`src/rtl/alu_pkg.sv`:
```
// Shared definitions for the execute-stage ALU: operation codes, FSM state
// encoding, shifter direction and small decode helpers.
package alu_pkg;

   typedef logic [4:0] aluc_t;

   localparam aluc_t ALU_ADD  = 5'd0;
   localparam aluc_t ALU_SUB  = 5'd1;
   localparam aluc_t ALU_AND  = 5'd2;
   localparam aluc_t ALU_OR   = 5'd3;
   localparam aluc_t ALU_XOR  = 5'd4;
   localparam aluc_t ALU_SLT  = 5'd5;
   localparam aluc_t ALU_SLL  = 5'd6;
   localparam aluc_t ALU_SLLV = 5'd7;
   localparam aluc_t ALU_SRA  = 5'd8;
   localparam aluc_t ALU_SRAV = 5'd9;
   localparam aluc_t ALU_SRL  = 5'd10;
   localparam aluc_t ALU_SRLV = 5'd11;
   localparam aluc_t ALU_LUI  = 5'd13;
   localparam aluc_t ALU_NOR  = 5'd14;

   // Execute-stage FSM encoding (kept as plain constants for legacy tools)
   localparam logic [0:0] ST_IDLE  = 1'b0;
   localparam logic [0:0] ST_SHIFT = 1'b1;

   typedef enum logic [1:0] {
      SH_LEFT = 2'd0,
      SH_SRL  = 2'd1,
      SH_SRA  = 2'd2
   } shift_kind_t;

   // True for every shift opcode, immediate or variable amount
   function automatic logic is_shift(input aluc_t code);
      logic r;
      case (code)
         ALU_SLL, ALU_SLLV, ALU_SRA, ALU_SRAV, ALU_SRL, ALU_SRLV: r = 1'b1;
         default: r = 1'b0;
      endcase
      return r;
   endfunction

   // Variable shifts take their amount from a[4:0] instead of shamt
   function automatic logic uses_var_amt(input aluc_t code);
      logic r;
      case (code)
         ALU_SLLV, ALU_SRAV, ALU_SRLV: r = 1'b1;
         default: r = 1'b0;
      endcase
      return r;
   endfunction

   // Direction/fill of a shift opcode (left for non-shift codes, unused there)
   function automatic shift_kind_t shift_kind(input aluc_t code);
      shift_kind_t k;
      case (code)
         ALU_SRA, ALU_SRAV: k = SH_SRA;
         ALU_SRL, ALU_SRLV: k = SH_SRL;
         default:           k = SH_LEFT;
      endcase
      return k;
   endfunction

endpackage

```
`src/rtl/alu_exec_if.sv`:
```
// Handshake bus between ID/EX (master side) and the execute-stage ALU
// (slave side), including the result channel toward MEM.
interface alu_exec_if #(parameter int WIDTH = 32);

   logic             in_valid;
   logic             in_ready;
   logic [4:0]       aluc;
   logic [WIDTH-1:0] a;
   logic [WIDTH-1:0] b;
   logic [4:0]       shamt;
   logic             out_valid;
   logic             out_ready;
   logic [WIDTH-1:0] result;
   logic             zero;
   logic             overflow;

   modport master (
      output in_valid, aluc, a, b, shamt, out_ready,
      input  in_ready, out_valid, result, zero, overflow
   );

   modport slave (
      input  in_valid, aluc, a, b, shamt, out_ready,
      output in_ready, out_valid, result, zero, overflow
   );

endinterface

```
`src/rtl/alu_shifter.sv`:
```
// Shift engine for the execute-stage ALU.
// Default build: iterative 1-bit-per-cycle shifter with work register,
// countdown and a done pulse on the last step.
// With ALU_BARREL_SHIFT_EN defined: combinational barrel shifter; the
// iterative path is never started and done stays low.
module alu_shifter
   import alu_pkg::*;
#(
   parameter int WIDTH = 32
) (
   input  logic             clk,
   input  logic             rst,
   input  logic             start,
   input  shift_kind_t      kind,
   input  logic [WIDTH-1:0] value,
   input  logic [4:0]       amt,
   output logic [WIDTH-1:0] imm_result,
   output logic [WIDTH-1:0] final_result,
   output logic             done
);

`ifdef ALU_BARREL_SHIFT_EN

   logic unused_sink_s;
   assign unused_sink_s = ^{clk, rst, start};

   // Single-cycle barrel shift of the operand
   always_comb begin
      imm_result = value;
      case (kind)
         SH_LEFT: imm_result = value << amt;
         SH_SRL:  imm_result = value >> amt;
         SH_SRA:  imm_result = WIDTH'($signed(value) >>> amt);
         default: imm_result = value;
      endcase
   end

   assign final_result = value;
   assign done         = 1'b0;

`else

   logic [WIDTH-1:0] work_r;
   logic [4:0]       cnt_r;
   shift_kind_t      kind_r;
   logic [WIDTH-1:0] step_s;

   // A zero-amount shift is just the operand, produced in one cycle
   assign imm_result = value;

   // One-bit step of the work register in the captured direction
   always_comb begin
      step_s = work_r;
      case (kind_r)
         SH_LEFT: step_s = {work_r[WIDTH-2:0], 1'b0};
         SH_SRL:  step_s = {1'b0, work_r[WIDTH-1:1]};
         SH_SRA:  step_s = {work_r[WIDTH-1], work_r[WIDTH-1:1]};
         default: step_s = work_r;
      endcase
   end

   // Load on start, then step and count down until the count is exhausted
   always_ff @(posedge clk) begin
      if (rst) begin
         work_r <= {WIDTH{1'b0}};
         cnt_r  <= 5'd0;
         kind_r <= SH_LEFT;
      end else if (start) begin
         work_r <= value;
         cnt_r  <= amt;
         kind_r <= kind;
      end else if (cnt_r != 5'd0) begin
         work_r <= step_s;
         cnt_r  <= cnt_r - 5'd1;
      end else begin
         work_r <= work_r;
         cnt_r  <= cnt_r;
      end
   end

   // The step taken while the count reads 1 is the final one
   assign final_result = step_s;
   assign done         = (cnt_r == 5'd1);

`endif

endmodule

```
`src/rtl/alu_exec.sv`:
```
// Execute-stage ALU with registered result and valid/ready handshake.
// Non-shift ops (and zero-amount shifts) complete in one cycle; shifts use
// alu_shifter and stall ID/EX through in_ready while iterating.
// Optional macro ALU_BARREL_SHIFT_EN: all shifts complete in one cycle.
module alu_exec
   import alu_pkg::*;
#(
   parameter int WIDTH = 32
) (
   input logic       clk,
   input logic       rst,
   alu_exec_if.slave bus
);

   logic [0:0]       state_r;
   logic             out_valid_r;
   logic [WIDTH-1:0] result_r;
   logic             zero_r;
   logic             overflow_r;

   logic             accept_s;
   logic             start_s;
   logic [4:0]       amt_s;
   shift_kind_t      kind_s;
   logic [WIDTH-1:0] sum_s;
   logic [WIDTH-1:0] diff_s;
   logic [WIDTH-1:0] single_res_s;
   logic             single_ovf_s;
   logic [WIDTH-1:0] sh_imm_s;
   logic [WIDTH-1:0] sh_final_s;
   logic             sh_done_s;

   assign bus.in_ready  = (state_r == ST_IDLE) && (!out_valid_r || bus.out_ready);
   assign bus.out_valid = out_valid_r;
   assign bus.result    = result_r;
   assign bus.zero      = zero_r;
   assign bus.overflow  = overflow_r;

   assign accept_s = bus.in_valid && bus.in_ready;
   assign amt_s    = uses_var_amt(bus.aluc) ? bus.a[4:0] : bus.shamt;
   assign kind_s   = shift_kind(bus.aluc);
   assign sum_s    = bus.a + bus.b;
   assign diff_s   = bus.a - bus.b;

`ifdef ALU_BARREL_SHIFT_EN
   assign start_s = 1'b0;
`else
   assign start_s = accept_s && is_shift(bus.aluc) && (amt_s != 5'd0);
`endif

   alu_shifter #(.WIDTH(WIDTH)) u_shifter (
      .clk          (clk),
      .rst          (rst),
      .start        (start_s),
      .kind         (kind_s),
      .value        (bus.b),
      .amt          (amt_s),
      .imm_result   (sh_imm_s),
      .final_result (sh_final_s),
      .done         (sh_done_s)
   );

   // Single-cycle result and overflow for the presented opcode
   always_comb begin
      single_res_s = sum_s;
      single_ovf_s = 1'b0;
      case (bus.aluc)
         ALU_ADD: begin
            single_res_s = sum_s;
            single_ovf_s = (bus.a[WIDTH-1] == bus.b[WIDTH-1]) &&
                           (sum_s[WIDTH-1] != bus.a[WIDTH-1]);
         end
         ALU_SUB: begin
            single_res_s = diff_s;
            single_ovf_s = (bus.a[WIDTH-1] != bus.b[WIDTH-1]) &&
                           (diff_s[WIDTH-1] != bus.a[WIDTH-1]);
         end
         ALU_AND: single_res_s = bus.a & bus.b;
         ALU_OR:  single_res_s = bus.a | bus.b;
         ALU_XOR: single_res_s = bus.a ^ bus.b;
         ALU_NOR: single_res_s = ~(bus.a | bus.b);
         ALU_SLT: single_res_s = {{(WIDTH-1){1'b0}}, ($signed(bus.a) < $signed(bus.b))};
         ALU_SLL, ALU_SLLV, ALU_SRA, ALU_SRAV, ALU_SRL, ALU_SRLV:
            single_res_s = sh_imm_s;
         ALU_LUI: single_res_s = {bus.b[15:0], 16'h0000};
         default: begin
            // Reserved codes behave as add without the overflow flag
            single_res_s = sum_s;
            single_ovf_s = 1'b0;
         end
      endcase
   end

   // Sequencing between accepting ops and waiting on the iterative shifter
   always_ff @(posedge clk) begin
      if (rst) begin
         state_r <= ST_IDLE;
      end else begin
         case (state_r)
            ST_IDLE:  state_r <= start_s ? ST_SHIFT : ST_IDLE;
            ST_SHIFT: state_r <= sh_done_s ? ST_IDLE : ST_SHIFT;
            default:  state_r <= ST_IDLE;
         endcase
      end
   end

   // Result register: load on completion, hold under backpressure
   always_ff @(posedge clk) begin
      if (rst) begin
         out_valid_r <= 1'b0;
         result_r    <= {WIDTH{1'b0}};
         zero_r      <= 1'b1;
         overflow_r  <= 1'b0;
      end else if (accept_s && !start_s) begin
         out_valid_r <= 1'b1;
         result_r    <= single_res_s;
         zero_r      <= (single_res_s == {WIDTH{1'b0}});
         overflow_r  <= single_ovf_s;
      end else if (sh_done_s && (state_r == ST_SHIFT)) begin
         out_valid_r <= 1'b1;
         result_r    <= sh_final_s;
         zero_r      <= (sh_final_s == {WIDTH{1'b0}});
         overflow_r  <= 1'b0;
      end else if (bus.out_ready) begin
         out_valid_r <= 1'b0;
      end else begin
         out_valid_r <= out_valid_r;
      end
   end

endmodule

```
`src/flat_wrapper.sv`:
```
// flat-port wrapper written by rule: the top's interface ports become plain ports
module alu_exec_flat import alu_pkg::*;
#(
   parameter int WIDTH = 32
)
  (clk, rst, bus_in_valid, bus_aluc, bus_a, bus_b, bus_shamt, bus_out_ready, bus_in_ready, bus_out_valid, bus_result, bus_zero, bus_overflow);
  alu_exec_if #(.WIDTH(WIDTH)) bus_i ();
  input logic clk;
  input logic rst;
  input wire logic [$bits(bus_i.in_valid)-1:0] bus_in_valid;
  input wire logic [$bits(bus_i.aluc)-1:0] bus_aluc;
  input wire logic [$bits(bus_i.a)-1:0] bus_a;
  input wire logic [$bits(bus_i.b)-1:0] bus_b;
  input wire logic [$bits(bus_i.shamt)-1:0] bus_shamt;
  input wire logic [$bits(bus_i.out_ready)-1:0] bus_out_ready;
  output wire logic [$bits(bus_i.in_ready)-1:0] bus_in_ready;
  output wire logic [$bits(bus_i.out_valid)-1:0] bus_out_valid;
  output wire logic [$bits(bus_i.result)-1:0] bus_result;
  output wire logic [$bits(bus_i.zero)-1:0] bus_zero;
  output wire logic [$bits(bus_i.overflow)-1:0] bus_overflow;
  assign bus_i.in_valid = bus_in_valid;
  assign bus_i.aluc = bus_aluc;
  assign bus_i.a = bus_a;
  assign bus_i.b = bus_b;
  assign bus_i.shamt = bus_shamt;
  assign bus_i.out_ready = bus_out_ready;
  assign bus_in_ready = bus_i.in_ready;
  assign bus_out_valid = bus_i.out_valid;
  assign bus_result = bus_i.result;
  assign bus_zero = bus_i.zero;
  assign bus_overflow = bus_i.overflow;
  alu_exec #(.WIDTH(WIDTH)) u_core (.clk(clk), .rst(rst), .bus(bus_i));
endmodule
```
`config.mk`:
```
export PLATFORM = sky130hd
export DESIGN_NAME = alu_exec_flat
export DESIGN_NICKNAME = d
export VERILOG_FILES = /design/src/rtl/alu_pkg.sv /design/src/rtl/alu_exec_if.sv /design/src/rtl/alu_shifter.sv /design/src/rtl/alu_exec.sv /design/src/flat_wrapper.sv
export SDC_FILE = /design/constraint.sdc
export NUM_CORES = 1
export LEC_CHECK = 0
export ABC_CLOCK_PERIOD_IN_PS = 3700
export BUFFER_PORTS_ARGS = -buffer_cell sky130_fd_sc_hd__buf_4
export CORE_ASPECT_RATIO = 0.8
export CORE_MARGIN = 3
export CORE_UTILIZATION = 56
export CTS_BUF_LIST = sky130_fd_sc_hd__clkbuf_8
export CTS_CLUSTER_DIAMETER = 150
export DETAILED_ROUTE_END_ITERATION = 6
export GPL_TIMING_DRIVEN = 1
export PLACE_DENSITY = 0.8
export RECOVER_POWER = 50
export SLEW_MARGIN = 20
export SYNTH_ARGS = -nofsm -noshare
export SYNTH_HDL_FRONTEND = slang
export SYNTH_SLANG_ARGS = --single-unit
```
`constraint.sdc`:
```
create_clock -name clk -period 3.7 [get_ports clk]
set_input_delay 0.37 -clock clk [delete_from_list [all_inputs] [get_ports clk]]
set_output_delay 0.37 -clock clk [all_outputs]
set_load 0.1 [all_outputs]
```
==> reports/metrics.cfg <==
[floorplan]
core_sq_um = 17600
fp.dieH_um = 127
io_pins = 114
rows = 43
die_area_sq_um = 20000
dieWidth_um = 158
initial_utilization = 0.583

[cts]
path_clk_slew_ps = 80
htree_levels = 3
clock_latency_ps = 360
clock_sinks = 75
cts-root-buf = clkbuf_8
cts_tree = built
postCtsHoldBufs = 0
cts_buffer_depth = 2
cts_inserted_buffers = 9

[finish]
syn_to_final_growth_pct = 24.7
final_core_util = 0.727
num_antenna_cells = 0
nets = 1916
drive_above_1_share = 0.200

[place]
hpwl_um = 36300
globalplace.congestion = 1.08
port_buffers = 113

[synth]
syn_area_sq_um = 10300
synth_common_cells = 174 x nand2_1, 153 x a21oi_1, 132 x nor2_1
synth_edf_count = 0
synth_most_common_cell = nand2_1
avgSynthCellArea_sq_um = 6.80
ys_seq_area_frac = 0.146
yosys_warnings = 0
synth_cell_type_count = 80
syn_nets = 1692
async_flop_share = 0
synth-main-ff-cell = dfxtp_1
synth_cells = 1513
synth_area_leader_cell = dfxtp_1
synth_top_area_frac = 0.146
synth.top_cells.by_area = dfxtp_1 15%, ha_1 12%, a21oi_1 7.4%
synth_seq_cells = 75

[timing]
skew_ps = 8.50
post-route-period-util = 0.983
fin_crit_ps = 3640
timing.setup.tns_ps = 0
finalHoldViolCount = 0
maxSlewViolCount = 0
setup_viol = 0
tightest_slew_ps = 1200
relSlewSlack = 0.200
fmax_mhz = 275

[setup_path]
worst_setup_path_start_kind = primary input
critPathRequiredTime_ps = 3990
cp-startpoint = bus_b[1]
end_kind = flop
r2r_end = u_core.bus.zero
cp_max_fo = 5
reg2reg_slack_ps = 790
rr_startpoint = u_core.u_shifter.kind_r[0]
rr_worst_depth = 8
critPathArrivalTime_ps = 3930
path_class = primary input to flop
critPathCapture = u_core.bus.zero

[outcome]
violations = DRC
status = finished, violations left

[detailed_routing]
route.detailed.drc = 1
drt_iter0_markers = 2306
num_vias = 13900
antenna_left = 0
vias_per_cell = 7.07
first_pass_iters = 7
finalWirelength_um = 47000
wire_per_inst_um = 23.9

[pwr]
p_total_w = 0.00541
leakagePower_nw = 5.66
max-vdd-ir-drop_uv = 381
powerDensity_nw_per_um2 = 422

[global_route]
first_global_vias = 12400
antenna_found_initial = 1
grt_usage = 0.449
grt_max_degree = 76
gr-total-overflow = 0
grt_pass1_wl_um = 70700

[min_path]
min_path_cells = 3
hold_class = primary input to flop

[flow_run]
drv_cap = 0

[final cells by class]
cell class	instances	area, sq um
fillers	1571	4820
flip-flops and latches	75	1500
well taps	225	282
repair buffers	330	2380
multi-input cells	1219	8030
inverters	102	383
clock inverters	6	111
clock buffers	10	138
[cell families after synthesis]
family / after synthesis / share of synthesized area
XOR/XNOR: 12 / 0.0102
adder cells (fa/ha/maj): 101 / 0.124
AND/OR/NAND/NOR: 538 / 0.251
flip-flops: 75 / 0.146
buffers and inverters: 219 / 0.0831
multiplexers: 8 / 0.00803
AO/OA/AOI/OAI: 560 / 0.377
[report_power, final]
group,total [W],internal [W],switching (W),leakage [nW]
Clock,0.000799,0.000468,0.000331,0.123
Sequential,0.00126,0.00104,0.000225,0.619
Combinational,0.00334,0.00124,0.00210,4.92
Total,0.00541,0.00275,0.00266,5.66
[critical path, cell delays in order]
cell and delay (ps):
buf_4 130, inv_1 80, ha_1 330, a211oi_1 310, o21ai_1 180, o31a_1 370, o221ai_1 330, a211oi_1 130
nor4b_1 340, buf_4 200, nand4bb_1 100, or4_1 510, nor4_1 280, nand4_1 130, o21ai_1 150
[timing repair]
action                                  in CTS  in global routing
buffers inserted                             0                  0
resized for setup                            0                 16
endpoints found under the setup margin       0                  3
[state kept, by name, summed over array words and instances, names as in the netlist]
register	count
u_core.bus.result	32
u_core.u_shifter.work_r	32
u_core.u_shifter.cnt_r	5
u_core.u_shifter.kind_r	2
u_core.bus.out_valid	1
u_core.bus.overflow	1
u_core.bus.zero	1
u_core.state_r	1
[layout by cell type (no fill, tap or decap), drive strengths merged, types with 8 or more instances in the layout]
| master | count |
|---|---|
| nand2b | 14 |
| or3 | 29 |
| a211oi | 66 |
| nor2b | 13 |
| o21a | 10 |
| o2111ai | 10 |
| dfxtp | 75 |
| a22oi | 13 |
| a2111oi | 8 |
| xnor2 | 10 |
| a21oi | 153 |
| o211ai | 59 |
| o21ai | 65 |
| nor3 | 43 |
| a221o | 10 |
| a222oi | 16 |
| nor2 | 132 |
| nand4 | 28 |
| o21bai | 11 |
| inv | 102 |
| a221oi | 13 |
| and3 | 15 |
| nand3 | 33 |
| clkbuf | 48 |
| buf | 292 |
| nor4 | 16 |
| a21o | 23 |
| o221ai | 27 |
| nand2 | 174 |
| ha | 99 |
| o31ai | 10 |
| a31oi | 13 |
[per-stage QoR]
stage	hold WS (ps)	instances	setup slack, ps	instance area (sq um)
after floorplan	474	1513	54.3	10300
after global placement	490	1951	-221	12700
after detailed placement	498	1951	-291	12700
after CTS	278	1967	56.0	12900
after global routing	289	1967	-24.9	12800
final	285	1967	61.1	12800
[per-layer routing]
| metal | vias up | track usage | share of wire |
|---|---|---|---|
| li1 | 6123 | - | - |
| met4 | 2 | 0.198 | 0.058 |
| met5 | - | 0 | 0.00028 |
| met3 | 197 | 0.152 | 0.16 |
| met2 | 1160 | 0.632 | 0.40 |
| met1 | 6423 | 0.620 | 0.38 |
[how the worst min path moves through the flow]
| stage | startpoint | endpoint | slack (ps) |
|---|---|---|---|
| 6_report | bus_b[24] | u_core.u_shifter.work_r[24] | 280 |
| 5_1_grt | bus_b[31] | u_core.u_shifter.work_r[31] | 290 |
| 4_1_cts | bus_b[24] | u_core.u_shifter.work_r[24] | 280 |
| 3_5_place_dp | u_core.u_shifter.cnt_r[4] | u_core.u_shifter.cnt_r[4] | 500 |
| 3_3_place_gp | u_core.u_shifter.cnt_r[4] | u_core.u_shifter.cnt_r[4] | 490 |
| 2_1_floorplan | u_core.u_shifter.cnt_r[4] | u_core.u_shifter.cnt_r[4] | 470 |
Note: power is estimated with default switching activity, not from simulation.
